$ cat config.mk
export PLATFORM = sky130hd
export DESIGN_NAME = calc_port_issuer
export DESIGN_NICKNAME = d
export VERILOG_FILES = /design/src/rtl/calc_pkg.sv /design/src/rtl/calc_tag_alloc.sv /design/src/rtl/calc_port_issuer.sv
export SDC_FILE = /design/constraint.sdc
export NUM_CORES = 1
export LEC_CHECK = 0
export CAP_MARGIN = 20
export CELL_PAD_IN_SITES_DETAIL_PLACEMENT = 0
export CELL_PAD_IN_SITES_GLOBAL_PLACEMENT = 1
export CORE_ASPECT_RATIO = 1.1
export CORE_MARGIN = 2
export CORE_UTILIZATION = 37
export CTS_BUF_LIST = sky130_fd_sc_hd__clkbuf_4 sky130_fd_sc_hd__clkbuf_8
export DETAILED_ROUTE_END_ITERATION = 10
export PLACE_DENSITY = 0.85
export SYNTH_ARGS = -nofsm -noshare
export SYNTH_HDL_FRONTEND = slang
export SYNTH_SLANG_ARGS = --single-unit
export TNS_END_PERCENT = 1
$ cat constraint.sdc
create_clock -name PClk -period 3.4 [get_ports PClk]
set_input_delay 0.85 -clock PClk [delete_from_list [all_inputs] [get_ports PClk]]
set_output_delay 0.85 -clock PClk [all_outputs]
set_load 0.01 [all_outputs]
$ cat src/rtl/calc_pkg.sv
// Shared constants and enums for the calculator port issuer.
package calc_pkg;

  localparam int unsigned CALC_CMD_W  = 4;
  localparam int unsigned CALC_DATA_W = 32;
  localparam int unsigned CALC_TAG_W  = 2;

  typedef enum logic [CALC_CMD_W-1:0] {
    CmdNop = 4'd0,
    CmdAdd = 4'd1,
    CmdSub = 4'd2,
    CmdShl = 4'd5,
    CmdShr = 4'd6
  } calc_cmd_e;

  typedef enum logic [1:0] {
    RespNone    = 2'd0,
    RespOk      = 2'd1,
    RespOvf     = 2'd2,
    RespInvalid = 2'd3
  } calc_resp_e;

  typedef enum logic [0:0] {
    StIdle = 1'b0,
    StOp2  = 1'b1
  } issuer_state_e;

endpackage

$ cat src/rtl/calc_tag_alloc.sv
// Tag table busy tracking: lowest-free allocation, occupancy count and, with
// CALC_TIMEOUT_EN defined, per-tag response watchdogs.
module calc_tag_alloc
  import calc_pkg::*;
#(
  parameter int unsigned NUM_TAGS       = 4,
  parameter int unsigned TIMEOUT_CYCLES = 64
) (
  input  logic                  PClk,
  input  logic                  reset,
  input  logic                  alloc,
  input  logic                  free_req,
  input  logic [CALC_TAG_W-1:0] free_req_tag,
  output logic [NUM_TAGS-1:0]   busy,
  output logic                  free_avail,
  output logic [CALC_TAG_W-1:0] free_tag,
  output logic [2:0]            count,
  output logic                  to_valid,
  output logic [CALC_TAG_W-1:0] to_tag
);

  logic [NUM_TAGS-1:0] busy_q, busy_d;

  assign busy = busy_q;

  // Allocation looks only at registered state, so a tag freed this cycle
  // becomes allocatable one cycle later.
  always_comb begin
    free_tag   = '0;
    free_avail = ~&busy_q;
    for (int i = NUM_TAGS - 1; i >= 0; i--) begin
      if (!busy_q[i]) free_tag = CALC_TAG_W'(i);
    end
  end

  always_comb begin
    count = '0;
    for (int i = 0; i < NUM_TAGS; i++) begin
      count = count + 3'(busy_q[i]);
    end
  end

  always_comb begin
    busy_d = busy_q;
    if (alloc)    busy_d[free_tag]     = 1'b1;
    if (free_req) busy_d[free_req_tag] = 1'b0;
    if (to_valid) busy_d[to_tag]       = 1'b0;
  end

  always_ff @(posedge PClk) begin
    if (!reset) begin
      busy_q <= '0;
    end else begin
      busy_q <= busy_d;
    end
  end

`ifdef CALC_TIMEOUT_EN
  localparam int unsigned CntW = $clog2(TIMEOUT_CYCLES);
  localparam logic [CntW-1:0] CntMax = CntW'(TIMEOUT_CYCLES - 1);

  logic [CntW-1:0]     cnt_q [NUM_TAGS];
  logic [CntW-1:0]     cnt_d [NUM_TAGS];
  logic [NUM_TAGS-1:0] expired;

  // An expired tag waits while any real response completes this cycle; a
  // response to the expired tag itself frees it and cancels the timeout.
  always_comb begin
    expired = '0;
    to_tag  = '0;
    for (int i = 0; i < NUM_TAGS; i++) begin
      expired[i] = busy_q[i] && (cnt_q[i] == CntMax);
    end
    for (int i = NUM_TAGS - 1; i >= 0; i--) begin
      if (expired[i]) to_tag = CALC_TAG_W'(i);
    end
    to_valid = (|expired) && !free_req;
  end

  always_comb begin
    for (int i = 0; i < NUM_TAGS; i++) begin
      cnt_d[i] = cnt_q[i];
      if (alloc && (free_tag == CALC_TAG_W'(i))) begin
        cnt_d[i] = '0;
      end else if (busy_q[i] && !expired[i]) begin
        cnt_d[i] = cnt_q[i] + 1'b1;
      end
    end
  end

  always_ff @(posedge PClk) begin
    if (!reset) begin
      for (int i = 0; i < NUM_TAGS; i++) cnt_q[i] <= '0;
    end else begin
      for (int i = 0; i < NUM_TAGS; i++) cnt_q[i] <= cnt_d[i];
    end
  end
`else
  logic unused_timeout_cfg;

  assign unused_timeout_cfg = (TIMEOUT_CYCLES != 0);
  assign to_valid           = 1'b0;
  assign to_tag             = '0;
`endif

endmodule

$ cat src/rtl/calc_port_issuer.sv
// Calculator port request issuer: tags requests, drives the two-cycle
// cmd/operand sequence and matches responses. CALC_TIMEOUT_EN adds watchdogs.
module calc_port_issuer
  import calc_pkg::*;
#(
  parameter int unsigned CMD_W          = CALC_CMD_W,
  parameter int unsigned DATA_W         = CALC_DATA_W,
  parameter int unsigned NUM_TAGS       = 4,
  parameter int unsigned TIMEOUT_CYCLES = 64
) (
  input  logic              PClk,
  input  logic              reset,
  input  logic              req_valid,
  output logic              req_ready,
  input  logic [CMD_W-1:0]  req_cmd,
  input  logic [DATA_W-1:0] req_op1,
  input  logic [DATA_W-1:0] req_op2,
  output logic [CMD_W-1:0]  PCmd,
  output logic [DATA_W-1:0] PData,
  output logic [1:0]        PTag,
  input  logic [1:0]        out_resp,
  input  logic [DATA_W-1:0] out_data,
  input  logic [1:0]        out_tag,
  output logic              cpl_valid,
  output logic [1:0]        cpl_resp,
  output logic [DATA_W-1:0] cpl_data,
  output logic [1:0]        cpl_tag,
  output logic [CMD_W-1:0]  cpl_cmd,
  output logic [2:0]        outstanding,
  output logic              spurious_err
);

  issuer_state_e state_q, state_d;

  logic [CMD_W-1:0]      pcmd_q, pcmd_d;
  logic [DATA_W-1:0]     pdata_q, pdata_d;
  logic [1:0]            ptag_q, ptag_d;
  logic [DATA_W-1:0]     op2_q, op2_d;
  logic [CMD_W-1:0]      cmd_tbl_q [NUM_TAGS];

  logic                  cpl_valid_q, cpl_valid_d;
  logic [1:0]            cpl_resp_q, cpl_resp_d;
  logic [DATA_W-1:0]     cpl_data_q, cpl_data_d;
  logic [1:0]            cpl_tag_q, cpl_tag_d;
  logic [CMD_W-1:0]      cpl_cmd_q, cpl_cmd_d;
  logic                  spur_q, spur_d;

  logic [NUM_TAGS-1:0]   busy;
  logic                  free_avail;
  logic [CALC_TAG_W-1:0] free_tag;
  logic                  alloc;
  logic                  handshake;
  logic                  resp_valid;
  logic                  resp_hit;
  logic                  to_valid;
  logic [CALC_TAG_W-1:0] to_tag;

  calc_tag_alloc #(
    .NUM_TAGS      (NUM_TAGS),
    .TIMEOUT_CYCLES(TIMEOUT_CYCLES)
  ) u_tag_alloc (
    .PClk        (PClk),
    .reset       (reset),
    .alloc       (alloc),
    .free_req    (resp_hit),
    .free_req_tag(out_tag),
    .busy        (busy),
    .free_avail  (free_avail),
    .free_tag    (free_tag),
    .count       (outstanding),
    .to_valid    (to_valid),
    .to_tag      (to_tag)
  );

  // Gated by reset so the port never looks ready while reset is asserted.
  assign req_ready  = reset && (state_q == StIdle) && free_avail;
  assign handshake  = req_valid && req_ready;
  assign resp_valid = (out_resp != RespNone);
  assign resp_hit   = resp_valid && busy[out_tag];

  always_comb begin
    state_d = state_q;
    pcmd_d  = CMD_W'(CmdNop);
    pdata_d = '0;
    ptag_d  = '0;
    op2_d   = op2_q;
    alloc   = 1'b0;
    unique case (state_q)
      StIdle: begin
        if (handshake) begin
          alloc   = 1'b1;
          pcmd_d  = req_cmd;
          pdata_d = req_op1;
          ptag_d  = free_tag;
          op2_d   = req_op2;
          state_d = StOp2;
        end
      end
      StOp2: begin
        pdata_d = op2_q;
        state_d = StIdle;
      end
    endcase
  end

  // Real responses take priority; a pending timeout retries next cycle.
  always_comb begin
    cpl_valid_d = 1'b0;
    cpl_resp_d  = cpl_resp_q;
    cpl_data_d  = cpl_data_q;
    cpl_tag_d   = cpl_tag_q;
    cpl_cmd_d   = cpl_cmd_q;
    spur_d      = spur_q | (resp_valid && !resp_hit);
    if (resp_hit) begin
      cpl_valid_d = 1'b1;
      cpl_resp_d  = out_resp;
      cpl_data_d  = out_data;
      cpl_tag_d   = out_tag;
      cpl_cmd_d   = cmd_tbl_q[out_tag];
    end else if (to_valid) begin
      cpl_valid_d = 1'b1;
      cpl_resp_d  = RespNone;
      cpl_data_d  = '0;
      cpl_tag_d   = to_tag;
      cpl_cmd_d   = cmd_tbl_q[to_tag];
    end
  end

  always_ff @(posedge PClk) begin
    if (!reset) begin
      state_q     <= StIdle;
      pcmd_q      <= '0;
      pdata_q     <= '0;
      ptag_q      <= '0;
      op2_q       <= '0;
      cpl_valid_q <= 1'b0;
      cpl_resp_q  <= '0;
      cpl_data_q  <= '0;
      cpl_tag_q   <= '0;
      cpl_cmd_q   <= '0;
      spur_q      <= 1'b0;
      for (int i = 0; i < NUM_TAGS; i++) cmd_tbl_q[i] <= '0;
    end else begin
      state_q     <= state_d;
      pcmd_q      <= pcmd_d;
      pdata_q     <= pdata_d;
      ptag_q      <= ptag_d;
      op2_q       <= op2_d;
      cpl_valid_q <= cpl_valid_d;
      cpl_resp_q  <= cpl_resp_d;
      cpl_data_q  <= cpl_data_d;
      cpl_tag_q   <= cpl_tag_d;
      cpl_cmd_q   <= cpl_cmd_d;
      spur_q      <= spur_d;
      if (alloc) cmd_tbl_q[free_tag] <= req_cmd;
    end
  end

  assign PCmd         = pcmd_q;
  assign PData        = pdata_q;
  assign PTag         = ptag_q;
  assign cpl_valid    = cpl_valid_q;
  assign cpl_resp     = cpl_resp_q;
  assign cpl_data     = cpl_data_q;
  assign cpl_tag      = cpl_tag_q;
  assign cpl_cmd      = cpl_cmd_q;
  assign spurious_err = spur_q;

endmodule
==> impl_results.md <==
* Ys flop type: dfxtp_1
* Util after Layout at 55.0%
* TritonCTS Sinks at 133
* Inserted Clock Buffers at 17
* Top cell type's share of synthesized area at 45.8%
* Post-synthesis compound-gate area fraction at 11.9%
* Simple-Gate Fraction of Synth Area at 18.2%
* Antenna violations before repair at 0
* Critical path type: reg2out
* Worst r2r src: u_tag_alloc.busy[0]$_SDFF_PN0_
* Relative slew slack at 38.9%
* Hold path cells at 2
* Core ar. at 13700 um^2
* Fillers at 1220
* Mapped Area at 5120 um^2
* Clock skew at 0.0137 ns
* Initial drt markers at 178
* WL/cell at 14.2 um
* CTS root buf: clkbuf_8
* Flop pwr share at 50.2%
* GRT Util Overall at 16.8%
* CTS clock-pin slew for the worst setup and hold paths at 0.07 ns
* R2r setup slk at 1.35 ns
* Final Setup Violations at 0
* Period utilisation layout at 94.3%
* Clock Path Buffers at 2
* Clk_lat worst skew at 0.44 ns
* Diodes inserted at 0
* Seq cells post-synth at 133
* Post-synth EDFFs at 16
* Row count at 45
* Unrepaired setup endpoints after global routing: no
* PortBufs at 190
* Layout area overhead at 47.0%
* Hold Startpoint: cpl_resp[1]$_SDFFE_PN0P_
* Fmax at 0.312 GHz
* Slew of the pin with the lowest slew margin at 0.917 ns
* P_int at 2.57 mW
* Mapped Nets at 591
* Tmin final at 3.21 ns
* Register Area at 2820 um^2
* Clock power frac at 38.2%
* Syn_area_per_cell at 10.7 um^2
* Adder-cell share of the synthesized area at 1.12%
* Yosys Warn Count at 0
* Max-Cap Viols at 0
* Multi-input combinational cell area at 2100 um^2
* Pre-antenna DRT Iters at 4
* IO Pins at 191
* DRC viols at 0
* Hold WC Path Type: reg2reg
* Outcome: finished, final reports clean
* Grt total ovfl at 0
* Pin count of the biggest net entering global routing at 117
* Final Hold Fails at 0
* Data required, critical path at 2.55 ns
* Top cells by count, synth: 117 x dfxtp_1, 70 x nand2_1, 70 x nor2b_1
* Crit start category: flip-flop
* Layout Cell Area excl Fill at 7520 um^2
* Largest family of logic cells by synthesized area: simple AND/OR/NAND/NOR gates
* Area after DPL at 7140 um^2
* Reg2Reg Capture Point: cmd_tbl_q[3][0]$_DFFE_PP_
* Crit-path max FO at 5
* GPL Wtd Cong at 0.763
* Final ANT Viol Nets at 0
* Cell count after synthesis at 480
* Vias in the first global route at 3903
* Die width at 116 um
* Max-slew violation count at 0
* Arrival time worst endpoint at 2.36 ns
* Share of layout cells above drive strength 1 at 7.26%
* Peak VDD IR at 0.000207 V
* Setup TNS at 0 ns
* DPL Wire Length at 8660 um
* Power per cell area at 444 nW/um^2
* P_leak at 2.64 nW
* Synth top area cells: dfxtp_1 46%, edfxtp_1 9.4%, nor2b_1 8.6%, mux2i_1 7.8%, nand2_1 5.1%
* Crit end category: output pin
* Combinational share of power at 11.7%
* Starting Density at 37.4%
* Reg2reg path depth at 6
* Post-synthesis mux area share at 9.59%
* Post-synth cell types at 40
* Post-Synth XOR/XNOR Area at 0%
* Post-synth ARST share at 0%
* Die extent in y at 127 um
* Via count at 3979
* Most numerous cell in the Yosys netlist: dfxtp_1
* Vias per Instance at 4.61
* Seq/Total Area, Yosys at 55.2%
* Post-route insts no fill at 863
* Sw power at 769 uW
* Die ar. at 14800 um^2
* Placed insts at 831
* Total Nets Final at 773
* Sw frac at 23.0%
* Worst hold path endpoint: cpl_resp[1]$_SDFFE_PN0P_
* First-pass GRT wire length at 19100 um
* Setup Buffers After CTS at 0
* Total Routed Length at 12300 um
* Hold Buf Count CTS at 0
* # H-tree levels at 4
* Area leader, netlist: dfxtp_1
* CTS tree: done
[what timing repair did]
| item | CTS | global route |
|---|---|---|
| resized for setup | 1 | 1 |
| endpoints found under the setup margin | 1 | 1 |
| pin swaps | 0 | 0 |
[per-stage QoR]
step	total power [mW]	hold WS, ns	setup WS, ns
after CTS	3.38	0.452	0.0161
after floorplan	1.88	0.435	1.04
after global placement	2.10	0.440	0.558
after global routing	3.48	0.477	0.0991
final	3.34	0.448	0.194
after detailed placement	2.10	0.441	0.499
[cell type report]
type / count / share of cell area, %
Clock inverter: 10 / 1.43
Tap cell: 188 / 3.13
Timing Repair Buffer: 197 / 26.1
Inverter: 6 / 0.299
Clock buffer: 22 / 3.61
Multi-Input combinational cell: 307 / 27.9
Sequential cell: 133 / 37.5
[kinds of logic after synthesis]
group / after synthesis
flops: 133
mux: 44
buf+inv: 40
fa+ha+maj: 4
compound gates: 83
simple gates: 176
[cell usage in the layout, fill, tap and decap left out, drive strengths merged, types with 4 or more instances in the layout]
cell type,count
clkdlybuf4s50,188
dfxtp,117
nand2,70
nor2b,70
mux2i,40
a22oi,32
a21boi,32
clkbuf,22
and2,19
edfxtp,16
buf,8
inv,7
clkinv,6
a21oi,5
nor2,4
mux4,4
and3,4
o21ai,4
[registers in the layout, summed over array words and instances, names as in the netlist]
name,flops
PData,32
cpl_data,32
op2_q,32
cmd_tbl_q,16
PCmd,4
cpl_cmd,4
u_tag_alloc.busy,4
PTag,2
cpl_resp,2
cpl_tag,2
cpl_valid,1
spurious_err,1
state_q,1
[per-layer routing]
layer | vias up | part of all wire (%) | global-route usage (%)
li1 | 1992 | - | -
met2 | 166 | 46 | 27.6
met3 | 13 | 11 | 8.40
met5 | - | 0 | 0
met4 | 0 | 1.0 | 5.46
met1 | 1808 | 42 | 19.0
[power groups by stage]
| stage | combinational, mW | sequential, mW | clock, mW |
|---|---|---|---|
| global route | 0.424 | 1.68 | 1.38 |
| global placement | 0.388 | 1.71 | 0 |
| floorplan | 0.163 | 1.72 | 0 |
| CTS | 0.395 | 1.67 | 1.31 |
| detailed placement | 0.394 | 1.71 | 0 |
| finish | 0.390 | 1.67 | 1.27 |
[critical path: stages (launching register included)]
cell and delay, ns:
dfxtp_1 0.40, inv_1 0.12, ha_1 0.32, fa_1 0.53, clkdlybuf4s50_1 0.55
[worst max path at each step]
stage | to | startpoint | cells past startpoint
after floorplan | req_ready | reset | 3
after global placement | outstanding[1] | u_tag_alloc.busy[1]$_SDFF_PN0_ | 5
after detailed placement | outstanding[1] | u_tag_alloc.busy[1]$_SDFF_PN0_ | 5
after CTS | outstanding[1] | u_tag_alloc.busy[0]$_SDFF_PN0_ | 5
after global routing | outstanding[2] | u_tag_alloc.busy[0]$_SDFF_PN0_ | 5
final | outstanding[0] | u_tag_alloc.busy[0]$_SDFF_PN0_ | 4
Power figures use the tool's default switching activity.
